### config.mk
export PLATFORM = sky130hd
export DESIGN_NAME = fetch_pc_unit
export DESIGN_NICKNAME = d
export VERILOG_FILES = /design/src/rtl/fetch_pc_unit.sv
export SDC_FILE = /design/constraint.sdc
export NUM_CORES = 1
export LEC_CHECK = 0
export ABC_AREA = 1
export ABC_CLOCK_PERIOD_IN_PS = 1550
export BUFFER_PORTS_ARGS = -buffer_cell sky130_fd_sc_hd__buf_4
export CAP_MARGIN = 25
export CELL_PAD_IN_SITES_DETAIL_PLACEMENT = 0
export CELL_PAD_IN_SITES_GLOBAL_PLACEMENT = 1
export CORE_MARGIN = 2
export CORE_UTILIZATION = 34
export DETAILED_ROUTE_END_ITERATION = 6
export MAX_ROUTING_LAYER = met4
export PLACE_DENSITY_LB_ADDON = 0.1
export SYNTH_ARGS = -nofsm -noshare
export SYNTH_HDL_FRONTEND = slang
export SYNTH_SLANG_ARGS = --single-unit
### constraint.sdc
create_clock -name clock -period 1.55 [get_ports clock]
set_input_delay 0.155 -clock clock [delete_from_list [all_inputs] [get_ports clock]]
set_output_delay 0.155 -clock clock [all_outputs]
set_load 0.005 [all_outputs]
### src/rtl/fetch_pc_unit.sv
// IF-stage PC sequencer: issues one instruction-memory fetch at a time, buffers one
// instruction toward decode, and discards responses that became stale because of a redirect.
module fetch_pc_unit #(
   parameter int              XLEN     = 32,
   parameter logic [XLEN-1:0] RESET_PC = {XLEN{1'b0}}
) (
   input  logic            clock,
   input  logic            reset,
   input  logic            io_pcsrc,
   input  logic [XLEN-1:0] io_branch_target,
   output logic            io_imem_req_valid,
   input  logic            io_imem_req_ready,
   output logic [XLEN-1:0] io_imem_req_addr,
   input  logic            io_imem_resp_valid,
   input  logic [XLEN-1:0] io_imem_resp_data,
   output logic            io_if_valid,
   output logic [XLEN-1:0] io_if_pc,
   output logic [XLEN-1:0] io_if_instr,
   input  logic            io_if_ready
);

   typedef enum logic [1:0] {
      ST_BOOT = 2'd0,
      ST_REQ  = 2'd1,
      ST_WAIT = 2'd2,
      ST_DROP = 2'd3
   } state_t;

   state_t          state_q, state_d;
   logic [XLEN-1:0] pc_q, pc_d;
   logic [XLEN-1:0] pending_pc_q, pending_pc_d;
   logic            if_valid_q, if_valid_d;
   logic [XLEN-1:0] if_pc_q, if_pc_d;
   logic [XLEN-1:0] if_instr_q, if_instr_d;

   logic            consume_s;
   logic            space_s;
   logic            req_valid_s;
   logic            req_fire_s;
   logic            redirect_s;
   logic [XLEN-1:0] target_s;

   assign consume_s   = if_valid_q & io_if_ready;
   assign space_s     = ~if_valid_q | consume_s;
   // Issue only when the buffer can absorb the response, so a returning word is never lost.
   assign req_valid_s = (state_q == ST_REQ) & space_s & ~io_pcsrc;
   assign req_fire_s  = req_valid_s & io_imem_req_ready;
   assign redirect_s  = io_pcsrc & (state_q != ST_BOOT);
   assign target_s    = io_branch_target & ~{{(XLEN-2){1'b0}}, 2'b11};

   assign io_imem_req_valid = req_valid_s;
   assign io_imem_req_addr  = pc_q;
   assign io_if_valid       = if_valid_q;
   assign io_if_pc          = if_pc_q;
   assign io_if_instr       = if_instr_q;

   // Next-state for sequencer, PC and decode buffer; redirect overrides everything else.
   always_comb begin
      state_d      = state_q;
      pc_d         = pc_q;
      pending_pc_d = pending_pc_q;
      if_valid_d   = if_valid_q;
      if_pc_d      = if_pc_q;
      if_instr_d   = if_instr_q;

      if (consume_s) begin
         if_valid_d = 1'b0;
      end else begin
         if_valid_d = if_valid_q;
      end

      case (state_q)
         ST_BOOT: state_d = ST_REQ;
         ST_REQ: begin
            if (req_fire_s) begin
               pending_pc_d = pc_q;
               pc_d         = pc_q + {{(XLEN-3){1'b0}}, 3'd4};
               state_d      = ST_WAIT;
            end else begin
               state_d = ST_REQ;
            end
         end
         ST_WAIT: begin
            if (io_imem_resp_valid) begin
               state_d = ST_REQ;
               if (!io_pcsrc) begin
                  if_valid_d = 1'b1;
                  if_pc_d    = pending_pc_q;
                  if_instr_d = io_imem_resp_data;
               end else begin
                  if_instr_d = if_instr_q;
               end
            end else if (io_pcsrc) begin
               state_d = ST_DROP;
            end else begin
               state_d = ST_WAIT;
            end
         end
         ST_DROP: begin
            if (io_imem_resp_valid) begin
               state_d = ST_REQ;
            end else begin
               state_d = ST_DROP;
            end
         end
         default: state_d = ST_BOOT;
      endcase

      if (redirect_s) begin
         pc_d       = target_s;
         if_valid_d = 1'b0;
      end else begin
         pending_pc_d = pending_pc_d;
      end
   end

   // State and datapath registers.
   always_ff @(posedge clock or negedge reset) begin
      if (!reset) begin
         state_q      <= ST_BOOT;
         pc_q         <= RESET_PC;
         pending_pc_q <= {XLEN{1'b0}};
         if_valid_q   <= 1'b0;
         if_pc_q      <= {XLEN{1'b0}};
         if_instr_q   <= {XLEN{1'b0}};
      end else begin
         state_q      <= state_d;
         pc_q         <= pc_d;
         pending_pc_q <= pending_pc_d;
         if_valid_q   <= if_valid_d;
         if_pc_q      <= if_pc_d;
         if_instr_q   <= if_instr_d;
      end
   end

endmodule

==> out/qor.txt, run 1 <==
P_sw: 3.443 mW
clock root buffer: clkbuf_16
FF+latch count, synth: 125
grt total ovfl: 0
cts bufs inserted: 17
total number of vias: 5,003
std cell rows: 47
Hold WS: 0.006855 ns
Yosys warnings: 0
Simple-Gate Fraction of Synth Area: 21.54%
Placer Congestion: 0.8465
crit-path most repeated cell: nand2_4
fillers: 1,557
Reg clk slew, reported paths: 0.06 ns
setup TNS: -0.01357 ns
Net Sw Frac: 28.63%
Die ar.: 0.01801 mm^2
Setup-failing EPs final: 1
die height: 134.2 um
clk_lat worst skew: 0.41 ns
Initial Util: 34.75%
largest net degree at the start of global routing: 65
DRT iter0 DRCs: 242
Reg power frac: 38.8%
final setup margin: -0.01357 ns
hold wc startpoint: io_branch_target[16]
CORE AREA: 0.01658 mm^2
power density cells: 1374 mW/mm^2
drt total wl: 16,520 um
Final period util: 100.9%
Worst Skew: 0.01078 ns
GR Util All Layers: 19.42%
Worst setup EP type: flip-flop
TritonCTS clock tree: yes
hold depth: 3
unrepaired setup endpoints after global routing: true
Slew Viols, Final: 0
synth unique cells: 34
Max Freq: 639.6 MHz
Reg2Reg Setup Slack: -0.01 ns
register area share after synthesis: 54.28%
Synth Flop Type: dfrtp_1
worst-path cell chain: ha_2 -> nand2_4 -> nor2_4 -> nand2_4 -> buf_6 -> nor3_4 -> nand3_1 -> o21ai_1 -> nor2_1
mux contribution to synthesized area: 11.14%
CP peak stage delay: 0.37 ns
most frequent cells in the layout: 202 x buf_4, 168 x nand2_1, 123 x dfrtp_1, 65 x nor2_1, 43 x inv_1
CP startpoint kind: flip-flop
FF-to-FF path depth: 9
async set or reset register ratio after synthesis: 100.0%
P&R area growth vs syn: 51.89%
global-route wire length before repair: 26,430 um
Synth Area in XOR/XNOR: 0.3040%
outcome: complete, but fails checks
main combinational cell family by area after synthesis: simple AND/OR/NAND/NOR gates
clock share of power: 35.4%
Syn Area/Cell: 9.236 um^2
layout cells sized above 1: 36.26%
Tot Pwr: 12.02 mW
internal power: 8.581 mW
commonest non-fill, non-tap cell in the layout: buf_4
maximum clock insertion buffer count: 2
H-tree Lvls: 4
Port Buffers: 161
number of synthesized flops with an enable pin: 0
crit path max-delay cell type: dfrtp_1
vias in the first global route: 5,026
synthesized area: 0.005763 mm^2
Antenna Cells: 0
hpwl dp: 11,660 um
Post-Synth Adder-Cell Area: 0.2171%
worst reg2reg endpoint: io_imem_req_addr[12]$_DFFE_PN0P_
worst flop-to-flop path startpoint: io_imem_req_addr[3]$_DFFE_PN0P_
crit path time final: 1.564 ns
drc violations: 0
Cells after Synth: 624
I/O pin total: 168
First-pass DRT Iterations: 4
Synth Area in Compound Gates: 6.057%
Hold Path Sink: io_imem_req_addr[16]$_DFFE_PN0P_
combinational share of power: 25.8%
DR vias/cell: 4.515
critical path class: reg -> reg
antenna violations before repair: 0
die span in x: 134.2 um
CP Max Fanout: 4
CTS Sinks: 125
max_cap viols: 0
Hold Crit Class: in -> reg
CP required: 1.84 ns
CP arrival: 1.86 ns
fin area: 0.008753 mm^2
placed cell area: 0.007536 mm^2
Post-DRT Antenna Nets: 0
Final Net Count: 947
LEAKAGE: 4.429 nW
final hold vios: 0
Max VDD drop: 0.8961 mV
failing checks: negative setup slack
routed len/inst: 14.91 um
[power by group through the flow]
| stage | combinational [mW] | sequential, mW | clock (mW) |
|---|---|---|---|
| global route | 3.44 | 4.79 | 4.52 |
| finish | 3.10 | 4.67 | 4.26 |
| CTS | 3.06 | 4.66 | 4.35 |
| detailed placement | 2.95 | 4.72 | 0 |
| floorplan | 1.17 | 4.68 | 0 |
| global placement | 2.91 | 4.68 | 0 |
[what timing repair did]
action                                 in CTS  in global routing
setup buffers                               0                  5
hold buffers                               40                  0
pin swaps                                   1                 12
setup endpoints to repair                  14                 24
endpoints found under the hold margin     164                  0
gates resized for setup                     9                 37
[stage by stage]
| step | std cells | worst slack, ns | util [%] |
|---|---|---|---|
| after floorplan | 627 | 0.08215 | - |
| after global placement | 1032 | -0.03729 | 45.44 |
| after detailed placement | 1032 | -0.08980 | 45.44 |
| after CTS | 1103 | -0.007439 | 51.84 |
| after global routing | 1108 | -0.1311 | 52.78 |
| final | 1108 | -0.01357 | 52.78 |
[cell families (layout without fill, tap and decap cells)]
group                    count (synthesis)  in the layout
AND/OR/NAND/NOR                        301            301
flip-flops                             125            125
buffers and inverters                   72            333
AO/OA/AOI/OAI                           65             65
multiplexers                            57             57
XOR/XNOR                                 2              2
adder cells (fa/ha/maj)                  1              1
other                                    1              4
[worst max-delay path: cells and delay by family (launching register included)]
kind,cells,cell delay (ns)
AO/OA/AOI/OAI,1,0.07
adder cells (fa/ha/maj),1,0.22
buffers and inverters,1,0.14
flip-flops,1,0.37
AND/OR/NAND/NOR,6,0.65
[state kept, by name, summed over array words and instances (netlist names)]
signal / flops
pending_pc_q: 30
io_if_instr: 32
state_q: 2
io_if_valid: 1
io_imem_req_addr: 30
io_if_pc: 30
[worst max-delay path by stage]
stage / slack, ns / end / depth (start not counted) / startpoint
after floorplan: 0.08 / io_imem_req_addr[22]$_DFFE_PN0P_ / 10 / io_imem_req_addr[3]$_DFFE_PN0P_
after global placement: -0.04 / io_imem_req_addr[22]$_DFFE_PN0P_ / 10 / io_imem_req_addr[2]$_DFFE_PN0P_
after detailed placement: -0.09 / io_imem_req_addr[12]$_DFFE_PN0P_ / 9 / io_imem_req_addr[2]$_DFFE_PN0P_
after CTS: -0.007 / io_imem_req_addr[25]$_DFFE_PN0P_ / 11 / io_imem_req_addr[3]$_DFFE_PN0P_
after global routing: -0.13 / io_imem_req_addr[12]$_DFFE_PN0P_ / 9 / io_imem_req_addr[3]$_DFFE_PN0P_
final: -0.01 / io_imem_req_addr[12]$_DFFE_PN0P_ / 9 / io_imem_req_addr[3]$_DFFE_PN0P_
[metal layers]
metal  wire length [um]  global-route usage (%)  vias up
met5                  0                       -        -
met4                215                   5.556        0
met3                822                   4.422       19
met2               7563                   30.16      138
met1               7913                   25.63     2326
li1                   -                       -     2520
[area by class of cell]
| class | count | area (um^2) | share of cell area (%) |
|---|---|---|---|
| Sequential cell | 125 | 3131 | 35.76 |
| Multi-Input combinational cell | 430 | 2406 | 27.49 |
| Timing Repair Buffer | 257 | 2142 | 24.47 |
| Clock buffer | 19 | 442.9 | 5.060 |
| Tap cell | 220 | 275.3 | 3.145 |
| Clock inverter | 12 | 185.2 | 2.115 |
| Inverter | 45 | 171.4 | 1.958 |
[synthesized netlist by cell type, types with 2 or more instances]
cell type / count / area, um^2
a21oi_1: 12 / 60.06
a31oi_1: 2 / 12.51
and2_1: 2 / 12.51
buf_2: 8 / 40.04
buf_4: 7 / 52.55
buf_6: 7 / 78.83
clkbuf_1: 4 / 15.01
dfrtp_1: 125 / 3128
inv_1: 43 / 161.4
inv_2: 2 / 7.510
mux2_1: 18 / 202.7
mux2_2: 39 / 439.2
nand2_1: 176 / 660.6
nand3_1: 37 / 185.2
nand4_1: 2 / 12.51
nor2_1: 70 / 262.8
nor2_2: 6 / 37.54
nor3_1: 3 / 15.01
o211ai_1: 2 / 15.01
o21ai_0: 37 / 185.2
o21ai_1: 5 / 25.02
o22ai_1: 4 / 25.02
xor2_1: 2 / 17.52
Note: power is estimated with default switching activity, not from simulation.
==> run 2: changes to the inputs <==
--- a/config.mk
+++ b/config.mk
@@ -12,10 +12,12 @@
 export CELL_PAD_IN_SITES_DETAIL_PLACEMENT = 0
 export CELL_PAD_IN_SITES_GLOBAL_PLACEMENT = 1
 export CORE_MARGIN = 2
-export CORE_UTILIZATION = 34
+export CORE_UTILIZATION = 39
 export DETAILED_ROUTE_END_ITERATION = 6
 export MAX_ROUTING_LAYER = met4
 export PLACE_DENSITY_LB_ADDON = 0.1
+export SETUP_SLACK_MARGIN = 0.02
+export SLEW_MARGIN = 15
 export SYNTH_ARGS = -nofsm -noshare
 export SYNTH_HDL_FRONTEND = slang
 export SYNTH_SLANG_ARGS = --single-unit
==> run 2 against run 1 <==
The run now ends clean. Setup slack better by 0.018 ns. Sequential cell count did not move. Critical path depth up 1. Count of clock-buffer cells in the layout is 3 higher. Largest cell class unchanged.
==> out/qor.txt, run 2 (synthesized netlist as in run 1, its figures left out) <==
fin area: 0.008895 mm^2
hpwl dp: 11,470 um
Setup-failing EPs final: 0
GR Util All Layers: 21.27%
clock share of power: 35.9%
combinational share of power: 25.9%
unrepaired setup endpoints after global routing: true
Reg clk slew, reported paths: 0.06 ns
final setup margin: 0.004051 ns
Net Sw Frac: 27.61%
Hold Crit Class: in -> reg
CORE AREA: 0.01448 mm^2
global-route wire length before repair: 25,720 um
die span in x: 125.6 um
Slew Viols, Final: 0
Antenna Cells: 0
DP Worst Slack: -0.08583 ns
Max VDD drop: 0.7545 mV
maximum clock insertion buffer count: 2
P&R area growth vs syn: 54.34%
CP startpoint kind: flip-flop
antenna violations before repair: 0
Final Net Count: 951
First-pass DRT Iterations: 5
P_sw: 3.381 mW
CTS Sinks: 125
CP arrival: 1.89 ns
cts bufs inserted: 17
grt total ovfl: 0
Final period util: 99.74%
Die ar.: 0.01577 mm^2
DRT iter0 DRCs: 214
crit path time final: 1.546 ns
Placer Congestion: 0.8663
TritonCTS clock tree: yes
Worst Skew: 0.008642 ns
commonest non-fill, non-tap cell in the layout: buf_4
Largest register FFs: 32
Reg power frac: 38.1%
placed cell area: 0.007461 mm^2
Worst setup EP type: flip-flop
max_cap viols: 0
Tot Pwr: 12.25 mW
die height: 125.6 um
internal power: 8.865 mW
vias in the first global route: 4,958
Port Buffers: 161
clock root buffer: clkbuf_16
most frequent cells in the layout: 201 x buf_4, 164 x nand2_1, 118 x dfrtp_1, 58 x nor2_1, 42 x inv_1
I/O pin total: 168
CP required: 1.89 ns
total number of vias: 5,157
H-tree Lvls: 4
routed len/inst: 15.29 um
final hold vios: 0
largest net degree at the start of global routing: 39
outcome: complete, no violations
DR vias/cell: 4.788
LEAKAGE: 4.486 nW
Max Freq: 646.9 MHz
power density cells: 1377 mW/mm^2
CP Max Fanout: 5
std cell rows: 44
Post-DRT Antenna Nets: 0
critical path class: reg -> reg
Initial Util: 39.80%
drt total wl: 16,470 um
Util after Layout: 61.43%
layout cells sized above 1: 38.41%
drc violations: 0
clk_lat worst skew: 0.42 ns
-- run 2: changes by cell type in the layout (fill, tap and decap cells not counted), moves of 2 or more --
cell,previous run,this run
nand2_2,6,10
a21oi_1,10,8
clkbuf_8,1,3
nor2_4,7,12
nand2_1,168,164
dfrtp_1,123,118
a21oi_2,2,4
nor2_1,65,58
nor2_2,5,7
dfrtp_2,2,7
clkbuf_16,17,20
inv_6,3,0
-- run 2: power by group through the flow --
stage	Clock [mW]	Sequential [mW]	Combinational, mW
finish	4.40	4.67	3.17
global route	4.63	4.80	3.52
global placement	0	4.67	2.87
detailed placement	0	4.72	2.92
CTS	4.48	4.67	3.05
floorplan	0	4.68	1.17
-- run 2: routing by layer --
| metal | part of all wire (%) | vias up | GRT usage, % |
|---|---|---|---|
| met5 | 0 | - | - |
| met4 | 1.6 | 0 | 7.647 |
| met3 | 4.9 | 20 | 4.022 |
| met2 | 46 | 148 | 32.24 |
| met1 | 47 | 2453 | 28.68 |
| li1 | - | 2536 | - |
-- run 2: through the flow --
| stage | setup TNS, ns | instances | hold WS, ns |
|---|---|---|---|
| 2_1_floorplan | 0 | 627 | -0.1406 |
| 3_3_place_gp | -0.03035 | 993 | 0.1407 |
| 3_5_place_dp | -0.5148 | 993 | 0.1453 |
| 4_1_cts | -0.0009608 | 1067 | 0.001271 |
| 5_1_grt | -0.7420 | 1077 | 0.004590 |
| 6_report | 0 | 1077 | 0.002098 |
-- run 2: worst paths after layout --
path | from | to | slack [ns] | cells after the start
max in group asynchronous | reset | io_if_pc[18]$_DFFE_PN0P_ | 0.62 | 3
setup reg to reg | io_if_valid$_DFF_PN0_ | io_imem_req_addr[15]$_DFFE_PN0P_ | 0.004 | 10
min in group asynchronous | reset | io_if_pc[29]$_DFFE_PN0P_ | 0.28 | 2
setup / recovery | io_if_valid$_DFF_PN0_ | io_imem_req_addr[15]$_DFFE_PN0P_ | 0.004 | 10
hold / removal | io_branch_target[2] | io_imem_req_addr[2]$_DFFE_PN0P_ | 0.002 | 3
hold reg to reg | pending_pc_q[21]$_DFFE_PN0P_ | io_if_pc[21]$_DFFE_PN0P_ | 0.47 | 1
-- run 2: worst max-delay path, stage by stage, from the launching register on --
cell	delay [ns]
dfrtp_1	0.38
inv_2	0.07
nor2_4	0.04
buf_6	0.11
nor3_4	0.24
buf_6	0.16
buf_12	0.11
nand2_2	0.05
nand2_1	0.08
nand2_1	0.08
a21oi_2	0.14
-- run 2: what timing repair did --
action                                 in CTS  in global routing
hold buffers                               41                  0
pin swaps                                   2                 19
endpoints found under the hold margin      68                  0
resized for setup                          13                 54
buffers inserted                            1                  7
setup endpoints to repair                  18                 35
cloned                                      0                  3
-- run 2: area by class of cell --
| type | count | area [um^2] |
|---|---|---|
| multi-input combinational | 430 | 2461 |
| fill | 1231 | 5584 |
| clock buffer | 22 | 474.2 |
| clock inverter | 10 | 185.2 |
| sequential | 125 | 3137 |
| inverter | 45 | 171.4 |
| tap | 184 | 230.2 |
| timing repair buffer | 261 | 2236 |
